`src/rtl/instr_loader.sv`:
```
// Byte-stream program loader: assembles big-endian words and writes them to instruction memory.
// Each write lands the cycle after a word's 4th byte. Full-rate bytes never stall. in_ready drops outside a load.
module instr_loader #(
  parameter int ADDR_W = 8,
  parameter int CNT_W  = 16
) (
  input  logic              CLK,
  input  logic              RESET,
  input  logic              go,
  input  logic [7:0]        in_data,
  input  logic              in_valid,
  output logic              in_ready,
  output logic              wr_en,
  output logic [ADDR_W-1:0] wr_addr,
  output logic [31:0]       wr_data,
  output logic              proc_reset,
  output logic [31:0]       start_pc,
  output logic              busy,
  output logic              done,
  output logic              error
);

  typedef enum logic [2:0] {IDLE, ADDR, CNT, DATA, CHECK, DONE, ERROR} state_t;

  state_t            state_q, state_d;
  logic [1:0]        byte_cnt_q, byte_cnt_d;
  logic [7:0]        hdr_q, hdr_d;
  logic [ADDR_W-1:0] base_q, base_d;
  logic [CNT_W-1:0]  cnt_q, cnt_d;
  logic [CNT_W-1:0]  word_idx_q, word_idx_d;
  logic [23:0]       word_q, word_d;
  logic [7:0]        xor_q, xor_d;
  logic              wr_en_q, wr_en_d;
  logic [ADDR_W-1:0] wr_addr_q, wr_addr_d;
  logic [31:0]       wr_data_q, wr_data_d;
  logic              proc_reset_q, proc_reset_d;
  logic [31:0]       start_pc_q, start_pc_d;
  logic              done_q, done_d;
  logic              error_q, error_d;
  logic              accept;
  logic [ADDR_W-1:0] base_new;

  assign busy       = (state_q == ADDR) || (state_q == CNT) ||
                      (state_q == DATA) || (state_q == CHECK);
  assign in_ready   = busy;
  assign accept     = in_valid && in_ready;
  assign base_new   = ADDR_W'({hdr_q, in_data});
  assign wr_en      = wr_en_q;
  assign wr_addr    = wr_addr_q;
  assign wr_data    = wr_data_q;
  assign proc_reset = proc_reset_q;
  assign start_pc   = start_pc_q;
  assign done       = done_q;
  assign error      = error_q;

  always_comb begin
    state_d      = state_q;
    byte_cnt_d   = byte_cnt_q;
    hdr_d        = hdr_q;
    base_d       = base_q;
    cnt_d        = cnt_q;
    word_idx_d   = word_idx_q;
    word_d       = word_q;
    xor_d        = xor_q;
    wr_en_d      = 1'b0;
    wr_addr_d    = wr_addr_q;
    wr_data_d    = wr_data_q;
    proc_reset_d = proc_reset_q;
    start_pc_d   = start_pc_q;
    done_d       = done_q;
    error_d      = error_q;
    case (state_q)
      IDLE, DONE, ERROR: begin
        if (go) begin
          state_d      = ADDR;
          proc_reset_d = 1'b1;
          done_d       = 1'b0;
          error_d      = 1'b0;
          byte_cnt_d   = 2'd0;
          xor_d        = 8'h00;
        end
      end
      ADDR: begin
        if (accept) begin
          if (byte_cnt_q == 2'd0) begin
            hdr_d      = in_data;
            byte_cnt_d = 2'd1;
          end else begin
            base_d     = base_new;
            start_pc_d = 32'({base_new, 2'b00});
            byte_cnt_d = 2'd0;
            state_d    = CNT;
          end
        end
      end
      CNT: begin
        if (accept) begin
          if (byte_cnt_q == 2'd0) begin
            hdr_d      = in_data;
            byte_cnt_d = 2'd1;
          end else begin
            cnt_d      = CNT_W'({hdr_q, in_data});
            word_idx_d = '0;
            byte_cnt_d = 2'd0;
            state_d    = ({hdr_q, in_data} == 16'h0000) ? CHECK : DATA;
          end
        end
      end
      DATA: begin
        if (accept) begin
          word_d     = {word_q[15:0], in_data};
          xor_d      = xor_q ^ in_data;
          byte_cnt_d = byte_cnt_q + 2'd1;
          // 4th byte: issue the write next cycle straight from the shift register
          if (byte_cnt_q == 2'd3) begin
            wr_en_d    = 1'b1;
            wr_data_d  = {word_q, in_data};
            wr_addr_d  = base_q + ADDR_W'(word_idx_q);
            word_idx_d = word_idx_q + CNT_W'(1);
            if (word_idx_q == cnt_q - CNT_W'(1)) state_d = CHECK;
          end
        end
      end
      CHECK: begin
        if (accept) begin
          if (in_data == xor_q) begin
            state_d      = DONE;
            done_d       = 1'b1;
            proc_reset_d = 1'b0;
          end else begin
            state_d = ERROR;
            error_d = 1'b1;
          end
        end
      end
      default: state_d = IDLE;
    endcase
  end

  always_ff @(posedge CLK) begin
    if (RESET) begin
      state_q      <= IDLE;
      byte_cnt_q   <= 2'd0;
      hdr_q        <= 8'h00;
      base_q       <= '0;
      cnt_q        <= '0;
      word_idx_q   <= '0;
      word_q       <= 24'h0;
      xor_q        <= 8'h00;
      wr_en_q      <= 1'b0;
      wr_addr_q    <= '0;
      wr_data_q    <= 32'h0;
      proc_reset_q <= 1'b1;
      start_pc_q   <= 32'h0;
      done_q       <= 1'b0;
      error_q      <= 1'b0;
    end else begin
      state_q      <= state_d;
      byte_cnt_q   <= byte_cnt_d;
      hdr_q        <= hdr_d;
      base_q       <= base_d;
      cnt_q        <= cnt_d;
      word_idx_q   <= word_idx_d;
      word_q       <= word_d;
      xor_q        <= xor_d;
      wr_en_q      <= wr_en_d;
      wr_addr_q    <= wr_addr_d;
      wr_data_q    <= wr_data_d;
      proc_reset_q <= proc_reset_d;
      start_pc_q   <= start_pc_d;
      done_q       <= done_d;
      error_q      <= error_d;
    end
  end

endmodule

```
`config.mk`:
```
export PLATFORM = sky130hd
export DESIGN_NAME = instr_loader
export DESIGN_NICKNAME = d
export VERILOG_FILES = /design/src/rtl/instr_loader.sv
export SDC_FILE = /design/constraint.sdc
export NUM_CORES = 1
export LEC_CHECK = 0
export CAP_MARGIN = 30
export CORE_MARGIN = 8
export CORE_UTILIZATION = 59
export CTS_CLUSTER_SIZE = 10
export DETAILED_ROUTE_END_ITERATION = 10
export PLACE_DENSITY_LB_ADDON = 0.2
export SYNTH_ARGS = -nofsm -noshare
export SYNTH_HDL_FRONTEND = slang
export SYNTH_SLANG_ARGS = --single-unit
```
`constraint.sdc`:
```
create_clock -name CLK -period 5 [get_ports CLK]
set_input_delay 0.75 -clock CLK [delete_from_list [all_inputs] [get_ports CLK]]
set_output_delay 0.75 -clock CLK [all_outputs]
set_load 0.02 [all_outputs]
```
==> results of run 1 <==
==> sequential cells by signal, summed over array words and instances (netlist names) <==
| name | cells |
|---|---|
| proc_reset | 1 |
| wr_data | 32 |
| error | 1 |
| cnt_q | 16 |
| xor_q | 8 |
| hdr_q | 8 |
| wr_en | 1 |
| word_idx_q | 16 |
| state_q | 3 |
| word_q | 24 |
| wr_addr | 8 |
| byte_cnt_q | 2 |
| done | 1 |
| start_pc | 8 |
==> cell usage after synthesis (all sizes together) (3+ instances only) <==
library cell and number:
o21ai 17, nor2b 5, dfxtp 129, clkbuf 47, nor4 10, nand3b 5, a31oi 5, nand2b 5
or4 4, xnor2 21, and3 7, xor2 26, buf 29, nor3 8, or2 12, nand3 9
a21oi 100, mux2i 18, or3 3, ha 11, a211oi 6, nor2 68, nand4 10, a21o 6
nand2 166, nor3b 3, inv 12
==> report_power, final <==
part | total (W) | switching [W] | internal, W | leakage [nW]
combinational | 0.000410 | 0.000249 | 0.000162 | 1.35
clock | 0.00109 | 0.000479 | 0.000616 | 0.251
sequential | 0.00113 | 0.0000645 | 0.00106 | 1.04
==> per-layer routing <==
metal  wire length, um  vias up  share of wire
met2              7010      231           0.46
met3              1330       25          0.087
met5                 0        -              0
met1              6790     2531           0.44
li1                  -     2623              -
met4               236        0          0.015
==> worst max-delay path: cells and delay by family (launching register included) <==
family | cells | cell delay (ps)
and+or+nand+nor | 1 | 320
xor gates and xnor gates | 1 | 250
buffers and inverters | 1 | 630
DFF | 1 | 820
==> cells by family after synthesis <==
group	Yosys count
muxes	19
other	1
buffers and inverters	88
adders and majority gates	12
xor gates and xnor gates	47
DFF	129
AOI/OAI and AO/OA	150
and+or+nand+nor	326
==> placed cells by master, fill, tap and decap left out, types with 10 or more instances in the layout <==
master,count
nor4_1,10
dfxtp_1,129
xnor2_1,21
xor2_1,26
mux2i_1,18
o21ai_0,17
conb_1,24
nand2_1,166
nor2_1,67
inv_1,12
or2_2,12
a21oi_1,100
clkdlybuf4s50_1,64
nand4_1,10
ha_1,11
clkbuf_16,16
==> cell type report <==
class	count	area, sq um
multi-input cells	578	3180
repair buffers	70	686
clock buffers	19	422
clock inverters	13	101
flip-flops and latches	129	2580
inverters	12	45.0
fillers	805	3040
well taps	136	170
==> final timing paths <==
path | from | cells after the start | to | slack, ps
max | state_q[0] | 3 | busy | 1710
min | wr_data[24] | 2 | wr_data[24] | 450
max reg2reg | cnt_q[0] | 7 | state_q[2] | 2250
min reg2reg | wr_data[24] | 2 | wr_data[24] | 450
==> per-stage QoR <==
| step | hold WS, ps | setup slack (ps) | total power, W |
|---|---|---|---|
| 2_1_floorplan | 432 | 2550 | 0.00148 |
| 3_3_place_gp | 444 | 2130 | 0.00154 |
| 3_5_place_dp | 448 | 2030 | 0.00155 |
| 4_1_cts | 456 | 1720 | 0.00263 |
| 5_1_grt | 478 | 1540 | 0.00274 |
| 6_report | 452 | 1710 | 0.00263 |
==> results.cfg, run 1 <==
[sta]
tns_ps = 0
fin_crit_ps = 3290
relSlewSlack = 0.413
clock_skew_ps = 8.32
rsz0062_at_grt = false
finalHoldViolations = 0
finalSetupViolCount = 0
tightest_slew_ps = 879
drv_slew = 0
max_freq_mhz = 304
post-route-period-util = 0.658

[finish]
syn2layout_area_growth_pct = 16.9
antenna_cells = 0
drive_gt1_frac = 0.0743
final_nets = 832
final_cells = 957
fin_util = 0.703
fin_area_sq_um = 7190

[clock_tree]
cts_buffer_depth = 2
postCtsSetupRepairBufs = 0
htree_levels = 4
postCtsHoldBufs = 0
cts.sinks = 129
clk_latency_ps = 520
postCtsResizedCells = 0
cts.clk_slew.worst_paths_ps = 60
cts_tree = yes
cts_made_buffers = 17
root_buffer = clkbuf_8

[critical_path]
critPathLaunchType = register
max_stage_delay_ps = 820
cp.arrival_ps = 2540
crit_path_max_fanout = 23
cp.required_ps = 4250
endpoint_kind = output port
cp_cell_sequence = nor2_1 -> xnor2_1 -> clkdlybuf4s50_1
cp_slowest_cell = dfxtp_1
critPathKind = reg -> out

[logic_synthesis]
synthMuxAreaShare = 0.0311
synth_xor_area_frac = 0.0669
synth_top_area_share = 0.420
synth_cell_type_count = 55
async_flop_share = 0
synth_area_per_cell_sq_um = 7.97
synth_warnings = 0
synth_cells = 772
ys_ff_latch = 129
syn-cell-area_sq_um = 6150
synth_fa_ha_area_frac = 0.0256
synth_edf_count = 0
yosysTopAreaCell = dfxtp_1
synth_top_family_by_area = simple AND/OR/NAND/NOR gates
synth_ff_type = dfxtp_1
yosysSeqAreaShare = 0.420
yosys-top-cells-area = dfxtp_1 42%, nand2_1 10%, a21oi_1 8.1%
synth-compound-area-share = 0.138
synth_simple_gate_area_share = 0.241

[route]
drt_iter0_markers = 433
drc = 0
wl_per_cell_um = 16.1
dr.pass1.iters = 5
postRouteAntennaNets = 0
vias_per_cell = 5.65
totalWireLength_um = 15400
vias = 5410

[place]
dpl.hpwl_um = 10600
gp_congestion = 0.875
port_buffers = 65
placed_area_sq_um = 6670
place_inst = 925

[grt]
busiest_layer = met2
grt.total_usage = 0.221
grt_pass1_vias = 5079
use_met3 = 0.0705
antenna_found_initial = 0
use_met2 = 0.342
met1_usage = 0.285
grt_pass1_wl_um = 25500
overflow = 0
grt_max_degree = 88

[pwr]
p_per_area_nw_per_um2 = 366
ir_worst_vdd_v = 0.000222
p_leak_nw = 2.64

[die]
die_width_um = 118
dieHeight_um = 118
core_area_sq_um = 10200
dieArea_sq_um = 13900
row_count = 37
pin_count = 90
start_util = 0.601

[flow_run]
maxCapViolCount = 0

[hold_path]
worstHoldPathType = reg -> reg

[outcome]
status = finished clean
(Power assumes the default switching activity.)
==> inputs of run 2 (changes only) <==
--- a/config.mk
+++ b/config.mk
@@ -7,7 +7,7 @@
 export LEC_CHECK = 0
 export CAP_MARGIN = 30
 export CORE_MARGIN = 8
-export CORE_UTILIZATION = 59
+export CORE_UTILIZATION = 49
 export CTS_CLUSTER_SIZE = 10
 export DETAILED_ROUTE_END_ITERATION = 10
 export PLACE_DENSITY_LB_ADDON = 0.2
==> constraint.sdc (replaced) <==
create_clock -name CLK -period 2.8 [get_ports CLK]
set_input_delay 0.42 -clock CLK [delete_from_list [all_inputs] [get_ports CLK]]
set_output_delay 0.42 -clock CLK [all_outputs]
set_load 0.02 [all_outputs]
==> results.cfg, run 2 (synthesized netlist as in run 1, its figures left out) <==
[pwr]
p_leak_nw = 2.79
p_per_area_nw_per_um2 = 705
ir_worst_vdd_v = 0.000494

[route]
postRouteAntennaNets = 0
totalWireLength_um = 15800
drc = 0
dr.pass1.iters = 5
drt_iter0_markers = 348
vias = 5432
wl_per_cell_um = 15.6
vias_per_cell = 5.38

[sta]
max_freq_mhz = 380
tns_ps = 0
tightest_slew_ps = 687
rsz0062_at_grt = false
post-route-period-util = 0.939
finalHoldViolations = 0
clock_skew_ps = 9.52
relSlewSlack = 0.541
drv_slew = 0
fin_crit_ps = 2630
finalSetupViolCount = 0

[outcome]
status = finished clean

[clock_tree]
postCtsHoldBufs = 0
root_buffer = clkbuf_16
postCtsSetupRepairBufs = 0
postCtsResizedCells = 0
cts_made_buffers = 17
cts.sinks = 129
cts_tree = yes
htree_levels = 4
clk_latency_ps = 420
cts_buffer_depth = 2
cts.clk_slew.worst_paths_ps = 60

[critical_path]
critPathKind = reg -> reg
cp.required_ps = 3080
max_stage_delay_ps = 510
path_delay_family = simple AND/OR/NAND/NOR gates
cp_slowest_cell = or3b_2
crit_buf_inv = 1
cp_cell_sequence = inv_1 -> ha_2 -> or3b_2 -> or4b_1 -> and3_1 -> o31ai_2 -> and2_1 -> a31oi_1 -> o21bai_1
endpoint_kind = register
critPathLaunchType = register
crit_path_max_fanout = 5
cp.arrival_ps = 2910

[finish]
drive_gt1_frac = 0.0956
largest_reg_flops = 32
final_nets = 848
regArea_sq_um = 2580
antenna_cells = 0
final_common_cell = nand2_1
syn2layout_area_growth_pct = 22.3
final_cell_mix = 166 x nand2_1, 129 x dfxtp_1, 100 x a21oi_1
fin_util = 0.606
multiInputGateArea_sq_um = 3190
fillCellCount = 1104

[grt]
antenna_found_initial = 0
grt_pass1_wl_um = 25500
overflow = 0
grt.total_usage = 0.195
grt_pass1_vias = 5185
grt_max_degree = 63

[die]
dieHeight_um = 128
row_count = 41
start_util = 0.495
die_width_um = 128
dieArea_sq_um = 16400
core_area_sq_um = 12400
pin_count = 90

[hold_path]
worstHoldPathType = reg -> reg

[place]
port_buffers = 65
dpl.hpwl_um = 11200
gp_congestion = 0.834

[flow_run]
maxCapViolCount = 0
run 2: cell count changes in the layout (fill, tap and decap cells not counted), sizes merged:
| cell | delta |
|---|---|
| clkinv | -3 |
| clkinvlp | -1 |
| inv | -3 |
| bufinv | +5 |
| buf | +16 |
| clkbuf | +2 |
run 2: cell type report:
class | count | area share
Sequential cell | 129 | 0.343
Tap cell | 172 | 0.0286
Inverter | 12 | 0.00599
Timing Repair Buffer | 86 | 0.109
Multi-Input combinational cell | 578 | 0.424
Clock buffer | 21 | 0.0639
Clock inverter | 11 | 0.0261
run 2: report_power, final:
part	internal, W	switching [W]
registers	0.00190	0.0000720
clock network	0.00168	0.000824
logic	0.000328	0.000505
total	0.00391	0.00140
run 2: per-layer routing:
metal | up-vias | track usage | routed length [um]
li1 | 2659 | - | -
met1 | 2587 | 0.242 | 7080
met2 | 167 | 0.311 | 7380
met3 | 19 | 0.0603 | 1110
met4 | 0 | 0.0755 | 208
met5 | - | 0 | 0
run 2: worst min-delay path, stage by stage, from the launching register on:
cell and delay [ps]:
dfxtp_1 310, nand2_1 50, a21oi_1 50
run 2: final timing paths:
kind,from,to,slack [ps],cells past startpoint
worst max-delay path,cnt_q[0],state_q[1],170,9
worst min-delay path,wr_data[25],wr_data[25],460,2
worst max register to register,cnt_q[0],state_q[1],170,9
worst min register to register,wr_data[25],wr_data[25],460,2
run 2: through the flow:
step	area, sq um	power (W)	hold slack, ps	instances	setup slack, ps
2_1_floorplan	6240	0.00265	432	795	353
3_3_place_gp	6850	0.00281	445	977	249
3_5_place_dp	6850	0.00283	448	977	160
4_1_cts	7520	0.00533	456	1009	149
5_1_grt	7520	0.00551	470	1009	10.3
6_report	7520	0.00531	456	1009	170
